--- src/rtl/axis_egress_stats.sv ---
// axis_egress_stats: skid-buffered AXIS egress slice with per-port packet/byte statistics.
// Define AXIS_EGRESS_STATS_LEN_CHECK_EN to build the tuser length-mismatch counter.
module axis_egress_stats #(
  parameter int AXIS_DATA_WIDTH  = 512,
  parameter int AXIS_TUSER_WIDTH = 256,
  parameter int CNT_WIDTH        = 32,
  parameter int NUM_PORTS        = 8
) (
  input  logic                          axis_aclk,
  input  logic                          axis_resetn,
  input  logic [AXIS_DATA_WIDTH-1:0]    s_axis_tdata,
  input  logic [AXIS_DATA_WIDTH/8-1:0]  s_axis_tkeep,
  input  logic [AXIS_TUSER_WIDTH-1:0]   s_axis_tuser,
  input  logic                          s_axis_tvalid,
  output logic                          s_axis_tready,
  input  logic                          s_axis_tlast,
  output logic [AXIS_DATA_WIDTH-1:0]    m_axis_tdata,
  output logic [AXIS_DATA_WIDTH/8-1:0]  m_axis_tkeep,
  output logic [AXIS_TUSER_WIDTH-1:0]   m_axis_tuser,
  output logic                          m_axis_tvalid,
  input  logic                          m_axis_tready,
  output logic                          m_axis_tlast,
  input  logic [2:0]                    stat_sel,
  input  logic                          stat_clear,
  output logic [CNT_WIDTH-1:0]          stat_pkt_cnt,
  output logic [CNT_WIDTH-1:0]          stat_byte_cnt,
  output logic [CNT_WIDTH-1:0]          stat_len_err_cnt,
  output logic                          in_pkt
);
  localparam int KW  = AXIS_DATA_WIDTH / 8;
  localparam int PW  = AXIS_DATA_WIDTH + KW + AXIS_TUSER_WIDTH + 1;
  localparam int PCW = $clog2(KW + 1);
  localparam logic [CNT_WIDTH-1:0] ONE = CNT_WIDTH'(1);
  typedef enum logic {IDLE, IN_PKT} state_t;
  logic [PW-1:0] in_beat, main_q, main_d, skid_q, skid_d;
  logic main_vld_q, main_vld_d, skid_vld_q, skid_vld_d, rdy_q, rdy_d;
  logic hs, load, commit;
  assign in_beat = {s_axis_tdata, s_axis_tkeep, s_axis_tuser, s_axis_tlast};
  assign {m_axis_tdata, m_axis_tkeep, m_axis_tuser, m_axis_tlast} = main_q;
  assign m_axis_tvalid = main_vld_q;
  assign s_axis_tready = rdy_q;
  assign hs = s_axis_tvalid & rdy_q;
  assign load = ~main_vld_q | m_axis_tready;
  assign commit = hs & s_axis_tlast;
  // ready is held low whenever the skid holds a beat, so hs never coincides with a full skid
  always_comb begin
    main_vld_d = load ? (skid_vld_q | hs) : 1'b1;
    main_d     = !load ? main_q : skid_vld_q ? skid_q : hs ? in_beat : main_q;
    skid_vld_d = !load & (skid_vld_q | hs);
    skid_d     = (!load & hs) ? in_beat : skid_q;
    rdy_d      = !skid_vld_d;
  end
  always_ff @(posedge axis_aclk or negedge axis_resetn) begin
    if (!axis_resetn) begin
      main_q     <= '0;
      skid_q     <= '0;
      main_vld_q <= 1'b0;
      skid_vld_q <= 1'b0;
      rdy_q      <= 1'b0;
    end else begin
      main_q     <= main_d;
      skid_q     <= skid_d;
      main_vld_q <= main_vld_d;
      skid_vld_q <= skid_vld_d;
      rdy_q      <= rdy_d;
    end
  end
  state_t state_q, state_d;
  logic [16:0] acc_q, acc_d, acc_new;
  logic [17:0] acc_sum;
  logic [7:0] dst_q, dst_d, dst_cur;
  logic [PCW-1:0] keep_cnt;
  always_comb begin
    keep_cnt = '0;
    for (int i = 0; i < KW; i++) keep_cnt = keep_cnt + PCW'(s_axis_tkeep[i]);
  end
  // acc value including the current beat, saturating at 17 bits
  assign acc_sum = (state_q == IDLE ? 18'd0 : {1'b0, acc_q}) + 18'(keep_cnt);
  assign acc_new = acc_sum[17] ? '1 : acc_sum[16:0];
  assign dst_cur = state_q == IDLE ? s_axis_tuser[31:24] : dst_q;
  assign in_pkt  = state_q == IN_PKT;
  always_comb begin
    state_d = hs ? (s_axis_tlast ? IDLE : IN_PKT) : state_q;
    acc_d   = hs ? acc_new : acc_q;
    dst_d   = (hs && state_q == IDLE) ? s_axis_tuser[31:24] : dst_q;
  end
  always_ff @(posedge axis_aclk or negedge axis_resetn) begin
    if (!axis_resetn) begin
      state_q <= IDLE;
      acc_q   <= '0;
      dst_q   <= '0;
    end else begin
      state_q <= state_d;
      acc_q   <= acc_d;
      dst_q   <= dst_d;
    end
  end
  logic [CNT_WIDTH-1:0] pkt_cnt_q [NUM_PORTS], pkt_cnt_d [NUM_PORTS];
  logic [CNT_WIDTH-1:0] byte_cnt_q [NUM_PORTS], byte_cnt_d [NUM_PORTS];
  logic [CNT_WIDTH:0] bsum;
  always_comb begin
    bsum = '0;
    for (int i = 0; i < NUM_PORTS; i++) begin
      bsum = {1'b0, byte_cnt_q[i]} + (CNT_WIDTH+1)'(acc_new);
      pkt_cnt_d[i]  = stat_clear ? '0 :
                      (commit && dst_cur[i] && !(&pkt_cnt_q[i])) ? pkt_cnt_q[i] + ONE : pkt_cnt_q[i];
      byte_cnt_d[i] = stat_clear ? '0 :
                      (commit && dst_cur[i]) ? (bsum[CNT_WIDTH] ? '1 : bsum[CNT_WIDTH-1:0]) : byte_cnt_q[i];
    end
  end
  always_ff @(posedge axis_aclk or negedge axis_resetn) begin
    if (!axis_resetn) begin
      for (int i = 0; i < NUM_PORTS; i++) begin
        pkt_cnt_q[i]  <= '0;
        byte_cnt_q[i] <= '0;
      end
    end else begin
      for (int i = 0; i < NUM_PORTS; i++) begin
        pkt_cnt_q[i]  <= pkt_cnt_d[i];
        byte_cnt_q[i] <= byte_cnt_d[i];
      end
    end
  end
`ifdef AXIS_EGRESS_STATS_LEN_CHECK_EN
  logic [15:0] len_q, len_d, len_cur;
  logic [CNT_WIDTH-1:0] err_q, err_d;
  assign len_cur = state_q == IDLE ? s_axis_tuser[15:0] : len_q;
  always_comb begin
    len_d = (hs && state_q == IDLE) ? s_axis_tuser[15:0] : len_q;
    err_d = stat_clear ? '0 :
            (commit && acc_new != {1'b0, len_cur} && !(&err_q)) ? err_q + ONE : err_q;
  end
  always_ff @(posedge axis_aclk or negedge axis_resetn) begin
    if (!axis_resetn) begin
      len_q <= '0;
      err_q <= '0;
    end else begin
      len_q <= len_d;
      err_q <= err_d;
    end
  end
  assign stat_len_err_cnt = err_q;
`else
  assign stat_len_err_cnt = '0;
`endif
  logic [CNT_WIDTH-1:0] stat_pkt_q, stat_pkt_d, stat_byte_q, stat_byte_d;
  always_comb begin
    stat_pkt_d  = (int'(stat_sel) < NUM_PORTS) ? pkt_cnt_q[stat_sel] : '0;
    stat_byte_d = (int'(stat_sel) < NUM_PORTS) ? byte_cnt_q[stat_sel] : '0;
  end
  always_ff @(posedge axis_aclk or negedge axis_resetn) begin
    if (!axis_resetn) begin
      stat_pkt_q  <= '0;
      stat_byte_q <= '0;
    end else begin
      stat_pkt_q  <= stat_pkt_d;
      stat_byte_q <= stat_byte_d;
    end
  end
  assign stat_pkt_cnt  = stat_pkt_q;
  assign stat_byte_cnt = stat_byte_q;
endmodule

--- config.mk ---
export PLATFORM = sky130hd
export DESIGN_NAME = axis_egress_stats
export DESIGN_NICKNAME = d
export VERILOG_FILES = /design/src/rtl/axis_egress_stats.sv
export SDC_FILE = /design/constraint.sdc
export NUM_CORES = 2
export LEC_CHECK = 0
export ABC_AREA = 0
export CAP_MARGIN = 20
export CORE_AREA = 2 2 688 690
export CTS_BUF_LIST = sky130_fd_sc_hd__clkbuf_8
export DETAILED_ROUTE_END_ITERATION = 6
export DIE_AREA = 0 0 690 692
export PLACE_DENSITY = 0.42
export SLEW_MARGIN = 10
export SYNTH_ARGS = -nofsm -noshare
export SYNTH_HDL_FRONTEND = slang
export SYNTH_SLANG_ARGS = --single-unit
--- constraint.sdc ---
create_clock -name axis_aclk -period 25.5 [get_ports axis_aclk]
set_input_delay 6.375 -clock axis_aclk [delete_from_list [all_inputs] [get_ports axis_aclk]]
set_output_delay 6.375 -clock axis_aclk [all_outputs]
set_load 0.05 [all_outputs]
# Word level (Yosys, flattened, before mapping)
# Index checks and enable logic that the tools add are counted.
# word_totals
register_bits	2271
output_inout_bits	932
elab_cells	222
input_bits	841
# op_classes
bitwise	9
n_addsub	80
magnitude_cmp	1
mux	53
n_reduce_logical	53
# ops
op	n
$mux 833	2
$mux 32	44
$add 7x1->7	57
$add 32x17->33	8
$add 32x1->32 const B	8
$reduce_and 32->1	8
$bmux 32 s3	2
$mux 17	2
$reduce_bool 2->1	17
$add 17x7->18	1
$logic_and 1x1->1	17
$logic_not 1->1	10
$mux 8	1
$add 6x1->7	1
$add 5x1->6	1
$add 4x1->5	1
$add 3x1->4	1
$and 1x1->1	4
$ge 4x4->1 const B	1
$not 3->4	1
$add 2x1->3	1
$add 1x1->2	1
$mux 1	2
$not 1->1	2
other kinds (2)	3

# Depth between registers and ports, before layout
# logic_depth
ltp_word	69
mapped_depth	35
mapped_depth_nobuf	33

# Worst setup path after synthesis
# No wires, ideal clock.
# synth_path
path_kind	input to register
start	input port s_axis_tkeep[35]
end	register byte_cnt_q[159] (netlist name)
slack_ps	10683
cell_stages	33
arrival_ps	14731
required_time_ps	25414
n_path_buf	1
setup_ps	86
cell_sequence	inv_1 -> fa_1 -> inv_1 -> fa_1 -> inv_1 -> fa_1 -> fa_1 -> inv_1 -> fa_1 -> fa_1 -> fa_1 -> inv_1 -> fa_1 -> inv_1 -> ha_1 -> nor2b_1 -> o21ai_0 -> a21oi_1 -> o2111ai_1 -> a21oi_1 -> and4_1 -> clkbuf_1 -> nor2_1 -> inv_1 -> ha_1 -> a211o_1 -> a211oi_1 -> o2bb2ai_1 -> a211oi_2 -> nor3_2 -> and3_1 -> and3b_1 -> nor3_1
# synth_via
elab_chain_cells	35
# synth_rtl
element	line	text
start, declared	12	input logic [AXIS_DATA_WIDTH/8-1:0] s_axis_tkeep,
$add 7x1->7 (29 in series)	75	for (int i = 0; i < KW; i++) keep_cnt = keep_cnt + PCW'(s_axis_tkeep[i]);
$add 17x7->18	78	assign acc_sum = (state_q == IDLE ? 18'd0 : {1'b0, acc_q}) + 18'(keep_cnt);
$mux 17	79	assign acc_new = acc_sum[17] ? '1 : acc_sum[16:0];
via acc_new[1]	69	logic [16:0] acc_q, acc_d, acc_new;
$add 32x17->33	104	bsum = {1'b0, byte_cnt_q[i]} + (CNT_WIDTH+1)'(acc_new);
$mux 32 (2 in series)	108	(commit && dst_cur[i]) ? (bsum[CNT_WIDTH] ? '1 : bsum[CNT_WIDTH-1:0]) : byte_cnt_q[i];
$mux 32	107	byte_cnt_d[i] = stat_clear ? '0 :
end signal, assigned by index	120	byte_cnt_q[i] <= byte_cnt_d[i];
end, declared	99	logic [CNT_WIDTH-1:0] byte_cnt_q [NUM_PORTS], byte_cnt_d [NUM_PORTS];
# The timed path passes the listed nets, and every way through them passes these cells. The select of a mux whose other input is x is not followed.
# A chain may end at the register's enable or synchronous reset.

# Worst setup path in the final report
# layout_path
start	input port s_axis_tkeep[35]
end	register byte_cnt_q[253] (netlist name)
# Same word-level chain as after synthesis.

==> results.rst <==
.. list-table::
   :header-rows: 1

   * - Metric
     - Value
   * - Run status
     - complete, no violations
   * - Library cell occupying the most area in the post-synthesis netlist
     - sky130_fd_sc_hd__dfrtp_1
   * - Time the worst path needs with I/O delays and setup
     - 16.06 ns
   * - Tightest Pin Transition
     - 1.15 ns
   * - Most area-consuming cells after synthesis
     - sky130_fd_sc_hd__dfrtp_1, sky130_fd_sc_hd__mux2_2, sky130_fd_sc_hd__mux2i_1
   * - Horizontal extent of the die
     - 690 microns
   * - Share of cells above drive strength 1
     - 16.1%
   * - Vias in the first global route
     - 85200
   * - CTS Root Buffer Type
     - sky130_fd_sc_hd__clkbuf_8
   * - RSZ-0062 raised after global routing
     - no
   * - Largest fanout on the critical path
     - 11
   * - CP max-delay cell
     - sky130_fd_sc_hd__nand2_1
   * - Final cell area excluding filler cells
     - 142000 sq um
   * - WL met1
     - 184000 microns
   * - Post-synthesis instance area
     - 108000 sq um
   * - Async set-reset flop share out of synthesis
     - 100%
   * - Delay of the slowest cell on the worst path
     - 0.59 ns
   * - Tightest Hold Check Type
     - reg -> reg
   * - Adder-cell share of the synthesized area
     - 3.18%
   * - Ranking of synthesized cells by instance count
     - sky130_fd_sc_hd__dfrtp_1, sky130_fd_sc_hd__nand2_1, sky130_fd_sc_hd__o21ai_0
   * - Skew-Pair Late Insertion Delay
     - 1.18 ns
   * - Ratio of final minimum period to clock period
     - 63.0%
   * - DR DRC count
     - 0
   * - Combinational family with the most area after synthesis
     - multiplexers
   * - TritonCTS buffer count
     - 446
   * - TritonCTS clock tree
     - built
   * - Synthesized instance count
     - 9482
   * - Simple-Gate Fraction of Synth Area
     - 9.95%
   * - Signed area change from the synthesized netlist to the final layout
     - 31.3%
   * - Mux cell area share after synthesis
     - 19.9%
   * - Crit path top cell by count
     - sky130_fd_sc_hd__fa_1
   * - Number of buffers inserted to repair setup after CTS
     - 0
   * - Worst vdd rail ir drop
     - 1010 uV
   * - Maxcap violations
     - 0
   * - Switching Share
     - 48.9%
   * - Cell area power density
     - 160 nW/um^2
   * - Clock Skews
     - 0.102 ns
   * - Worst EP required
     - 26.54 ns
   * - Met3 Wirelength
     - 42600 microns
   * - Slew headroom
     - 21.1%
   * - Floorplan row count
     - 252
   * - Number of synthesized flops with an enable pin
     - 0
   * - Synthesized area per cell
     - 11.4 sq um
   * - Floorplan core area
     - 470000 sq um
   * - Starting density of the core
     - 23.0%
   * - Fill count
     - 48300
   * - Main flop type after synthesis
     - sky130_fd_sc_hd__dfrtp_1
   * - Register share of total power
     - 21.7%
   * - Nets@finish
     - 12300
   * - Gate power share
     - 61.0%
   * - Internal Power
     - 11.6 mW
   * - Global-route wire length before repair
     - 685000 microns
   * - Synth warnings
     - 0
   * - Switching Power
     - 11.1 mW
   * - Clock network fraction of total power
     - 17.2%
   * - Total die area
     - 477000 sq um
   * - Max Transition Viols Final
     - 0
   * - Aggregate global routing overflow
     - 0
   * - Synth Area in Compound Gates
     - 8.79%
   * - Maximum achievable frequency
     - 62.3 MHz
   * - P_leak
     - 59.5 nW
   * - Critical Path Sink Type
     - flip-flop
   * - # IOs
     - 1773
   * - Critical path data arrival time
     - 17.09 ns
   * - Share of synthesized area occupied by flip-flops and latches
     - 52.6%
   * - Post-synthesis share of cell area spent on xor and xnor gates
     - 2.74%
   * - Clock Tree Buf Depth
     - 4
   * - Startpoint-to-endpoint class of the critical path
     - in -> reg
   * - CTS clock-pin slew for the worst setup and hold paths
     - 0.06 ns
   * - Post-route setup TNS
     - 0 ns
   * - Worst Setup Start Kind
     - primary input
   * - Number of vias in the routed layout
     - 82800
   * - Number of optimization iterations in the first detailed-route pass
     - 5
   * - H-Tree Level Count
     - 5
   * - Die span in y
     - 692 microns
   * - Met2 wire length
     - 245000 microns
   * - Global-route total usage across every layer
     - 20.1%
   * - Most repeated cell in the gate-level netlist after synthesis
     - sky130_fd_sc_hd__dfrtp_1
   * - Routed wire length
     - 495000 microns
   * - # setup viols final
     - 0
   * - Half-perimeter wire length of the detailed placement result
     - 382000 microns
   * - Overall Power
     - 22.6 mW
   * - Worst setup slack for register-to-register paths
     - 15.46 ns
   * - Unique masters post-synth
     - 105
   * - Final count of hold timing violations
     - 0
   * - Pin count of the biggest net entering global routing
     - 227
   * - Placed standard-cell area
     - 132000 sq um
   * - Detail-routed net length per standard cell
     - 27.6 microns
   * - Share of the synthesized area in the top cell type
     - 52.6%
   * - Initial antenna violation count
     - 283
   * - Number of I/O port buffers
     - 1740
   * - Routed via count divided by cell count
     - 4.62
   * - Number of sinks driven by the clock tree
     - 2271
   * - Violation count after the first detailed-route iteration
     - 5440
   * - Remaining number of nets flagged by the antenna check after routing
     - 0
   * - Register bit total from synthesis
     - 2271
   * - Cts repair resizes
     - 0
   * - Cts-stage hold buffer count
     - 0
   * - Highest metal used
     - met5
   * - Final weighted congestion in routability-driven placement
     - 0.954
## critical path, delay by kind of cell
| family | cells | cell delay (ns) |
|---|---|---|
| and+or+nand+nor | 4 | 1.31 |
| buffers and inverters | 9 | 1.32 |
| AOI/OAI and AO/OA | 11 | 2.98 |
| adders and majority gates | 11 | 5.09 |
## layer usage
metal	global-route usage [%]	up-vias
li1	-	37200
met1	22.0	41700
met2	35.0	2804
met3	7.36	994
met4	8.56	120
met5	0	-
## final cells by class
| cell class | instances | area [sq um] | share of cell area (%) |
|---|---|---|---|
| tap | 6223 | 7790 | 5.50 |
| antenna | 104 | 260 | 0.184 |
| sequential | 2271 | 56800 | 40.1 |
| multi-input combinational | 6492 | 48300 | 34.1 |
| clock buffer | 550 | 7570 | 5.34 |
| inverter | 176 | 661 | 0.466 |
| clock inverter | 258 | 1720 | 1.22 |
| timing repair buffer | 1860 | 18600 | 13.1 |
## registers in the layout, indices dropped and copies added (netlist names)
| register | count |
|---|---|
| skid_q | 833 |
| stat_byte_cnt | 32 |
| skid_vld_q | 1 |
| dst_q | 8 |
| in_pkt | 1 |
| m_axis_tvalid | 1 |
| s_axis_tready | 1 |
| stat_pkt_cnt | 32 |
| byte_cnt_q | 256 |
| main_q | 833 |
| pkt_cnt_q | 256 |
| acc_q | 17 |
## metrics by stage
stage	cells	hold slack, ns	worst slack [ns]	util [%]
2_1_floorplan	9513	0.442	10.68	-
3_3_place_gp	17000	0.461	8.03	28.1
3_5_place_dp	17000	0.470	8.04	28.1
4_1_cts	17800	0.483	9.33	30.1
5_1_grt	17900	0.496	8.75	30.1
6_report	17900	0.475	9.44	30.2
## power groups by stage
stage               sequential (mW)  clock (mW)  combinational, mW
global placement               4.93           0               13.7
floorplan                      6.15           0               8.19
global route                   5.01        4.22               15.1
finish                         4.91        3.90               13.8
CTS                            4.91        4.06               13.9
detailed placement             4.96           0               13.8
## placed cells by master, fill, tap and decap left out, types with 172 or more instances in the layout
master	instances
sky130_fd_sc_hd__nand2_1	1124
sky130_fd_sc_hd__nor2_1	533
sky130_fd_sc_hd__o21ai_0	994
sky130_fd_sc_hd__mux2i_1	868
sky130_fd_sc_hd__dfrtp_1	2270
sky130_fd_sc_hd__ha_1	172
sky130_fd_sc_hd__clkbuf_8	551
sky130_fd_sc_hd__xor2_1	193
sky130_fd_sc_hd__mux2_2	880
sky130_fd_sc_hd__inv_1	332
sky130_fd_sc_hd__clkdlybuf4s50_1	1735
sky130_fd_sc_hd__a21oi_1	190
## worst paths after layout
path / cells past startpoint / startpoint / endpoint
worst max-delay path: 35 / s_axis_tkeep[35] / byte_cnt_q[253]
worst min-delay path: 2 / skid_q[286] / skid_q[286]
worst max register to register: 28 / in_pkt / byte_cnt_q[253]
worst min register to register: 2 / skid_q[286] / skid_q[286]
max in group asynchronous: 6 / axis_resetn / skid_q[425]
min in group asynchronous: 1 / axis_resetn / byte_cnt_q[80]
## kinds of logic after synthesis
group,Yosys count
AO/OA/AOI/OAI,1621
XOR/XNOR,338
adder cells (fa/ha/maj),236
buffers and inverters,750
flip-flops,2271
multiplexers,1878
other,1
AND/OR/NAND/NOR,2387
(Power assumes the default switching activity.)
